===== config.mk =====
export PLATFORM = sky130hd
export DESIGN_NAME = potato_exerciser
export DESIGN_NICKNAME = d
export VERILOG_FILES = /design/src/rtl/potato_exerciser.sv
export SDC_FILE = /design/constraint.sdc
export NUM_CORES = 1
export LEC_CHECK = 0
export CAP_MARGIN = 20
export CORE_UTILIZATION = 60
export DETAILED_ROUTE_END_ITERATION = 7
export DONT_BUFFER_PORTS = 1
export PLACE_DENSITY_LB_ADDON = 0.12
export RECOVER_POWER = 100
export SLEW_MARGIN = 20
export SYNTH_ARGS = -nofsm -noshare
export SYNTH_HDL_FRONTEND = slang
export SYNTH_SLANG_ARGS = --single-unit

===== constraint.sdc =====
create_clock -name clk -period 8.3 [get_ports clk]
set_input_delay 0.83 -clock clk [delete_from_list [all_inputs] [get_ports clk]]
set_output_delay 0.83 -clock clk [all_outputs]
set_load 0.01 [all_outputs]

===== src/rtl/potato_exerciser.sv =====
// potato_exerciser: traffic source/checker for a 32-bit valid/ready +1 pipeline.
// Sends seed..seed+count-1 on tx, expects each +1 in order on rx, and reports
// the result on busy/done/pass/timeout/err_cnt/first_err_data.
module potato_exerciser #(
  parameter int           CNT_W        = 16,
  parameter int           MAX_INFLIGHT = 4,
  parameter logic [7:0]   RDY_PATTERN  = 8'hFF,
  parameter int           TIMEOUT      = 1024
) (
  input  logic             clk,
  input  logic             rst_n,
  input  logic             start,
  input  logic [31:0]      seed,
  input  logic [CNT_W-1:0] count,
  output logic             busy,
  output logic             done,
  output logic             pass,
  output logic             timeout,
  output logic [CNT_W-1:0] err_cnt,
  output logic [31:0]      first_err_data,
  output logic             tx_val,
  output logic [31:0]      tx_data,
  input  logic             tx_rdy,
  input  logic             rx_val,
  input  logic [31:0]      rx_data,
  output logic             rx_rdy
);

  localparam int WD_W = $clog2(TIMEOUT + 1);
  localparam logic [CNT_W-1:0] MAX_INF = CNT_W'(MAX_INFLIGHT);
  localparam logic [WD_W-1:0]  WD_MAX  = WD_W'(TIMEOUT);

  typedef enum logic [1:0] {
    S_IDLE,
    S_RUN,
    S_DONE
  } state_t;

  state_t r_state;
  state_t w_nxt;

  logic [31:0]      r_seed;
  logic [CNT_W-1:0] r_count;
  logic [CNT_W-1:0] r_sent;
  logic [CNT_W-1:0] r_recvd;
  logic [CNT_W-1:0] r_err_cnt;
  logic [31:0]      r_first_err;
  logic             r_pass;
  logic             r_timeout;
  logic [WD_W-1:0]  r_wdog;
  logic [2:0]       r_phase;
  logic             r_tx_val;
  logic [31:0]      r_tx_data;

  logic             w_run;
  logic             w_rx_rdy;
  logic             w_tx_fire;
  logic             w_rx_fire;
  logic             w_fin;
  logic             w_wd_exp;
  logic [CNT_W-1:0] w_sent_nxt;
  logic [31:0]      w_exp;
  logic             w_mismatch;
  logic             w_tx_ok;
  logic             w_busy;
  logic             w_done;

  assign w_run      = (r_state == S_RUN);
  assign w_rx_rdy   = w_run & RDY_PATTERN[r_phase];
  assign w_tx_fire  = w_run & r_tx_val & tx_rdy;
  assign w_rx_fire  = w_run & rx_val & w_rx_rdy;
  assign w_fin      = (r_recvd == r_count);
  assign w_wd_exp   = (r_wdog == WD_MAX);
  assign w_sent_nxt = r_sent + CNT_W'(w_tx_fire);
  assign w_exp      = r_seed + 32'(r_recvd) + 32'd1;
  assign w_mismatch = (rx_data != w_exp);
  // Count limit uses the post-beat sent so a word is never offered twice;
  // inflight uses the registered recvd, so a freed slot shows one edge later.
  assign w_tx_ok    = (w_sent_nxt < r_count) &&
                      ((w_sent_nxt - r_recvd) < MAX_INF);

  always_ff @(posedge clk or negedge rst_n) begin
    if (!rst_n) r_state <= S_IDLE;
    else        r_state <= w_nxt;
  end

  always_comb begin
    w_nxt = r_state;
    unique case (r_state)
      S_IDLE: if (start) w_nxt = S_RUN;
      S_RUN:  if (w_fin || w_wd_exp) w_nxt = S_DONE;
      S_DONE: w_nxt = S_IDLE;
      default: w_nxt = S_IDLE;
    endcase
  end

  always_comb begin
    w_busy = 1'b0;
    w_done = 1'b0;
    unique case (r_state)
      S_RUN:  w_busy = 1'b1;
      S_DONE: w_done = 1'b1;
      default: ;
    endcase
  end

  always_ff @(posedge clk or negedge rst_n) begin
    if (!rst_n) begin
      r_seed      <= '0;
      r_count     <= '0;
      r_sent      <= '0;
      r_recvd     <= '0;
      r_err_cnt   <= '0;
      r_first_err <= '0;
      r_pass      <= 1'b0;
      r_timeout   <= 1'b0;
      r_wdog      <= '0;
      r_phase     <= '0;
      r_tx_val    <= 1'b0;
      r_tx_data   <= '0;
    end else begin
      unique case (r_state)
        S_IDLE: begin
          r_tx_val <= 1'b0;
          if (start) begin
            r_seed      <= seed;
            r_count     <= count;
            r_sent      <= '0;
            r_recvd     <= '0;
            r_err_cnt   <= '0;
            r_first_err <= '0;
            r_pass      <= 1'b0;
            r_timeout   <= 1'b0;
            r_wdog      <= '0;
            r_phase     <= '0;
            r_tx_data   <= seed;
          end
        end
        S_RUN: begin
          r_sent  <= w_sent_nxt;
          r_recvd <= r_recvd + CNT_W'(w_rx_fire);
          r_phase <= r_phase + 3'd1;
          if (w_tx_fire || w_rx_fire) r_wdog <= '0;
          else                        r_wdog <= r_wdog + WD_W'(1);
          if (w_rx_fire && w_mismatch) begin
            if (r_err_cnt != '1) r_err_cnt <= r_err_cnt + CNT_W'(1);
            if (r_err_cnt == '0) r_first_err <= rx_data;
          end
          if (w_fin || w_wd_exp) begin
            r_tx_val  <= 1'b0;
            r_pass    <= w_fin & (r_err_cnt == '0);
            r_timeout <= ~w_fin;
          end else begin
            r_tx_val  <= w_tx_ok;
            r_tx_data <= r_seed + 32'(w_sent_nxt);
          end
        end
        S_DONE: r_tx_val <= 1'b0;
        default: r_tx_val <= 1'b0;
      endcase
    end
  end

  assign busy           = w_busy;
  assign done           = w_done;
  assign pass           = r_pass;
  assign timeout        = r_timeout;
  assign err_cnt        = r_err_cnt;
  assign first_err_data = r_first_err;
  assign tx_val         = r_tx_val;
  assign tx_data        = r_tx_data;
  assign rx_rdy         = w_rx_rdy;

endmodule


==> results of run 1 <==
[state kept, by name, indices dropped and copies added (netlist names)]
register	count
timeout	1
r_recvd	16
r_seed	32
r_count	16
r_wdog	11
r_state	2
pass	1
r_sent	16
first_err_data	32
tx_val	1
err_cnt	16
tx_data	32
[cell type report]
class,instances,area (µm²),share of cell area (%)
Clock inverter,14,163,1.29
Multi-Input combinational cell,1106,7010,55.6
Clock buffer,18,429,3.40
Inverter,62,233,1.85
Sequential cell,176,4400,34.9
Tap cell,265,332,2.63
Timing Repair Buffer,8,41.3,0.327
[Yosys cell counts (9+ instances only)]
cell type	instances	area, µm²
a211oi_1	9	67.6
xnor2_1	62	543
inv_1	62	233
ha_1	69	863
a21o_1	24	180
nor4_1	20	125
or3_1	10	62.6
clkbuf_1	47	176
a22o_1	18	158
and3_1	17	106
a22oi_1	11	82.6
nand2b_1	11	68.8
nand2_1	236	886
nor3_1	30	150
a21oi_1	53	265
nand4_1	25	156
a31oi_1	11	68.8
o21ai_0	129	646
nand3_1	49	245
o211ai_1	11	82.6
or4_1	10	75.1
xor2_1	48	420
o21bai_1	9	67.6
or2_2	9	56.3
nor2_1	76	285
buf_2	9	45.0
mux2i_1	10	100
o31ai_1	46	345
dfrtp_1	176	4400
[layer usage]
layer  vias to the layer above  track usage (%)  part of all wire, %
met5                         -                0                    0
met2                       404             54.0                   46
met3                        67             5.23                  6.5
li1                       5003                -                    -
met4                         0             13.0                  2.9
met1                      5076             47.6                   45
[per-stage QoR]
step           hold slack, ps  power, µW  worst slack (ps)  util, %  std cells
5_1_grt                  67.8       4210              1730     64.8       1649
2_1_floorplan             466       2670              3560        -       1415
3_3_place_gp              491       3080              3450     62.0       1617
6_report                 78.7       3950              1980     64.8       1649
3_5_place_dp              502       3110              3360     62.0       1617
4_1_cts                  73.3       3930              3340     65.0       1649
[worst max-delay path, stage by stage, from the launching register on]
cell	delay (ps)
dfrtp_1	400
nand2b_2	180
clkbuf_1	1030
nor3_1	620
nand4b_1	180
a2111oi_0	470
nand4_1	160
nor4_1	390
nand4_1	210
nor3_1	1660
nor3_1	480
o221ai_1	380
[logic make-up after synthesis]
group / count (synthesis) / synth area share [%]
simple gates: 529 / 21.0
mux: 10 / 0.838
compound gates: 385 / 21.0
flops: 176 / 36.9
xor+xnor: 111 / 8.25
buf+inv: 133 / 4.52
fa+ha+maj: 71 / 7.56
[path summary, 6_finish.rpt]
check                                      to  slack [ps]  startpoint  cells past startpoint
min                        first_err_data[12]          80       rst_n                      0
min reg2reg                        r_sent[12]         510  r_sent[12]                      1
max                                err_cnt[9]        1980  r_state[1]                     11
max in group asynchronous          r_recvd[0]        7740       rst_n                      0
min in group clk                   r_seed[22]         490    seed[22]                      2
max reg2reg                        err_cnt[9]        1980  r_state[1]                     11
[power by group]
group,switching (µW),total [µW],internal (µW)
registers,451,1610,1160
clock network,403,809,406
logic,917,1530,617
==> metrics.md, run 1 <==
| Metric | Value |
|---|---|
| Status | complete, but fails checks |
| Failing checks | max-capacitance violations, max-slew violations |
| Worst rel slew slack | -123% |
| H-tree depth | 4 |
| Syn avg cell area | 8.45 µm² |
| CP arrival | 6660 ps |
| Leak pwr | 0.00566 µW |
| Avg WL per Cell | 21.0 µm |
| Top FF cell, synth | dfrtp_1 |
| Final hold violations | 0 |
| Max frequency | 0.158 GHz |
| Row Count | 51 |
| Hold Buf Count CTS | 0 |
| Worst Path Class, Setup | reg2reg |
| Max-slew violations | 311 |
| DR vias | 10,600 |
| Vert. Die Dim | 143 µm |
| FF+latch count, synth | 176 |
| Worst EP required | 8640 ps |
| Slew @ Worst Pin | 3350 ps |
| Post-CTS Setup Bufs | 0 |
| ANT cells | 0 |
| CTS tree | built |
| Number of enable flip-flop cells after synthesis | 0 |
| Power per Cell Area | 313 nW/µm² |
| Nets | 1,527 |
| Max cap viols | 6 |
| Cell Area, Synth | 12,000 µm² |
| P&R area growth vs syn | 5.53% |
| Fillers | 1,685 |
| Largest net degree at the start of global routing | 177 |
| Startpoint Class | register |
| Post-route ant nets | 0 |
| CP max FO | 57 |
| Num CTS Buffers | 17 |
| Worst setup EP type | register |
| Post-DP Area | 12,100 µm² |
| Core area | 19,500 µm² |
| Sequential cell area fraction in the yosys report | 36.9% |
| IO Port Bufs | 0 |
| Synthesized instance count | 1,415 |
| Initial Util | 61.4% |
| Most common cell after layout, fill and taps aside | nand2_1 |
| Worst skew pair latency | 450 ps |
| First-pass GRT wire length | 53,700 µm |
| Routability cong. | 0.962 |
| Routed Wire Length | 34,600 µm |
| Final setup viols | 0 |
| Highest-count cells in the layout ignoring fill and taps | nand2_1, dfrtp_1, o21ai_0, nor2_1, ha_1 |
| TNS Setup | 0 ps |
| GR Util All Layers | 34.3% |
| IO Pins | 171 |
| DR vias/cell | 6.40 |
| Drt initial violations | 792 |
| Horiz. Die Dim | 143 µm |
| HP Class | in2async |
| Die area | 20,500 µm² |
| CTS sink count | 176 |
| DRC Markers | 0 |
| Clock Pin Slew Worst Setup and Hold Paths | 80 ps |
| Min cycle time layout | 6320 ps |
| Initial antenna violation count | 0 |
| Synth Net Count | 1,571 |
| CTS Buffer Depth | 2 |
| Vias in the first global route | 9,587 |
| Ys Warns | 0 |
| Layout cells sized above 1 | 4.12% |
| Synth async-reset ratio | 100% |
| Clk root buf | clkbuf_16 |
| Final setup skew | 14.8 ps |
| DP HPWL | 25,500 µm |
| Post-CTS sizing | 0 |
| Distinct cell type count after synthesis | 74 |
| RSZ-0062 raised after global routing | false |
| Congestion Overflow GR | 0 |
| First-pass DRT Iterations | 5 |
| Post-route cell area | 12,600 µm² |
| Worst VDD drop | 0.197 mV |
| Final Cycle Share | 76.1% |
Power figures use the tool's default switching activity.
==> run 2, diff against run 1 <==
- clock period: 8.3 -> 6 ns (I/O delays scaled with it)
==> metrics.md, run 2 (synthesized netlist as in run 1, its figures left out) <==
| Metric | Value |
|---|---|
| Status | complete, but fails checks |
| Failing checks | max-capacitance violations, max-slew violations |
| Startpoint Class | register |
| CP max FO | 64 (+12%) |
| CTS tree | built |
| Congestion Overflow GR | 0 (unchanged) |
| P&R area growth vs syn | 5.60% (about the same) |
| DRC Markers | 0 (unchanged) |
| First-pass DRT Iterations | 5 (unchanged) |
| CTS sink count | 176 (unchanged) |
| Row Count | 51 (unchanged) |
| ANT cells | 0 (unchanged) |
| Worst skew pair latency | 450 ps (about the same) |
| Worst Path Class, Setup | reg2reg |
| Clock Pin Slew Worst Setup and Hold Paths | 80 ps (about the same) |
| Die area | 20,500 µm² (unchanged) |
| DP HPWL | 25,400 µm (-0.40%) |
| Max cap viols | 5 (-1) |
| Leak pwr | 0.00568 µW (+0.30%) |
| Most common cell after layout, fill and taps aside | nand2_1 |
| Slew @ Worst Pin | 4380 ps (+1030 ps) |
| Critical Path, Cell by Cell | nand2b_2 -> clkbuf_1 -> nor3_1 -> o2111ai_1 -> nor4_1 -> nand4_1 -> nor4_1 -> nand3_1 -> nor3_1 -> buf_4 -> o21ai_0 -> o31ai_1 |
| Post-route ant nets | 0 (unchanged) |
| Final core occ | 64.8% (about the same) |
| Max frequency | 0.193 GHz (+22%) |
| Combinational share of power | 39.0% (+0.2 points) |
| Power per Cell Area | 435 nW/µm² (+39%) |
| P_int | 3010 µW (+38%) |
| Drt initial violations | 778 (-1.8%) |
| Final hold slack | 261 ps (+183 ps) |
| IO Port Bufs | 0 (unchanged) |
| Min-delay src | seed[2] |
| P_sw | 2480 µW (+40%) |
| CTS Buffer Depth | 2 (unchanged) |
| TNS Setup | 0 ps (unchanged) |
| HP Class | in2reg |
| Post-CTS Setup Bufs | 0 (unchanged) |
| Routability cong. | 0.954 (-0.87%) |
| R2r setup slk | 830 ps (-1150 ps) |
| Top Family by Delay on Critical Path | simple AND/OR/NAND/NOR gates |
| CP arrival | 5520 ps (-1140 ps) |
| Vert. Die Dim | 143 µm (unchanged) |
| Sw frac | 45.1% (+0.35 points) |
| IO Pins | 171 (unchanged) |
| Horiz. Die Dim | 143 µm (unchanged) |
| Slowest Stage Delay on Critical Path | 1080 ps (-580 ps) |
| R2R Path End | first_err_data[19] |
| Worst setup margin | 827 ps (-1150 ps) |
| Largest net degree at the start of global routing | 177 (unchanged) |
| Reg2reg start | r_state[1] |
| Hold depth | 2 |
| Worst EP required | 6340 ps (-2300 ps) |
| Min cycle time layout | 5170 ps (-1150 ps) |
| Final hold violations | 0 (unchanged) |
| Initial antenna violation count | 0 (unchanged) |
| H-tree depth | 4 (unchanged) |
| Worst Path Buf+Inv | 2 (+1) |
| Clk pwr share | 20.3% (-0.2 points) |
| Initial Util | 61.4% (unchanged) |
| First-pass GRT wire length | 54,100 µm (+0.72%) |
| Clk root buf | clkbuf_16 |
| Worst setup EP type | register |
| Num CTS Buffers | 17 (unchanged) |
| Worst VDD drop | 0.262 mV (+33%) |
| DR vias/cell | 6.51 (+1.7%) |
| Final Cycle Share | 86.2% (+10 points) |
| Seq pwr share | 40.7% (about the same) |
| Max-slew violations | 369 (+19%) |
| Dpl ws | 1430 ps (-1920 ps) |
| Layout cells sized above 1 | 4.40% (+0.29 points) |
| RSZ-0062 raised after global routing | false |
| Avg WL per Cell | 21.0 µm (about the same) |
| Critical-path top delay cell | clkbuf_1 |
| Vias in the first global route | 9,800 (+2.2%) |
| Final setup skew | 19.6 ps (+4.75 ps) |
| GR Util All Layers | 34.6% (+0.24 points) |
| Worst r2r path cells | 12 (+1) |
| Worst rel slew slack | -192% (-68 points) |
| Highest-count cells in the layout ignoring fill and taps | nand2_1, dfrtp_1, o21ai_0, nor2_1, ha_1 |
| Routed Wire Length | 34,700 µm (+0.15%) |
| Final setup viols | 0 (unchanged) |
| Min-Delay Endpoint | r_seed[2] |
| Core area | 19,500 µm² (unchanged) |
| DR vias | 10,700 (+1.8%) |
| Nets | 1,529 (+0.13%) |
## run 2: changes by cell type in the layout (fill, tap and decap cells not counted), sizes merged
cell,previous run,this run
buf,3,6
clkbuf,23,21
clkinv,7,5
clkinvlp,0,2
## run 2: what timing repair did
action | 4_1_cts | 5_1_grt
hold buffers | 1 | 0
gates resized for setup | 0 | 0
hold endpoints to repair | 176 | 0
## run 2: worst max-delay path by stage
stage	from	end	slack [ps]	depth (start not counted)
floorplan	r_state[1]	tx_data[30]	1260	21
global placement	r_state[1]	tx_data[21]	1540	16
detailed placement	r_state[1]	tx_val	1430	16
CTS	r_state[1]	tx_data[21]	1380	16
global route	r_state[1]	first_err_data[7]	440	12
finish	r_state[1]	first_err_data[19]	830	12
## run 2: metal layers
layer  vias up  share of wire, %  GRT usage [%]
met2       512                45           53.7
met4         0               4.5           16.1
met3        93               8.2           5.73
met1      5107                42           47.1
met5         -                 0              0
li1       5023                 -              -
## run 2: power by group through the flow
| stage | combinational (µW) | clock [µW] | sequential (µW) |
|---|---|---|---|
| finish | 2140 | 1110 | 2230 |
| global route | 2400 | 1170 | 2280 |
| CTS | 2110 | 1120 | 2230 |
| detailed placement | 2070 | 0 | 2250 |
| global placement | 2040 | 0 | 2240 |
| floorplan | 1690 | 0 | 1990 |
## run 2: metrics by stage
| stage | cells | power, µW | instance area [µm²] |
|---|---|---|---|
| global placement | 1618 | 4280 | 12100 |
| CTS | 1650 | 5460 | 12700 |
| detailed placement | 1618 | 4320 | 12100 |
| floorplan | 1415 | 3690 | 12000 |
| global route | 1650 | 5850 | 12600 |
| finish | 1650 | 5480 | 12600 |
## run 2: final cells by class
class,count,area (µm²)
repair buffers,10,61.3
clock buffers,17,425
well taps,265,332
inverters,62,233
flip-flops and latches,176,4400
fillers,1687,6840
clock inverters,14,145
multi-input cells,1106,7020
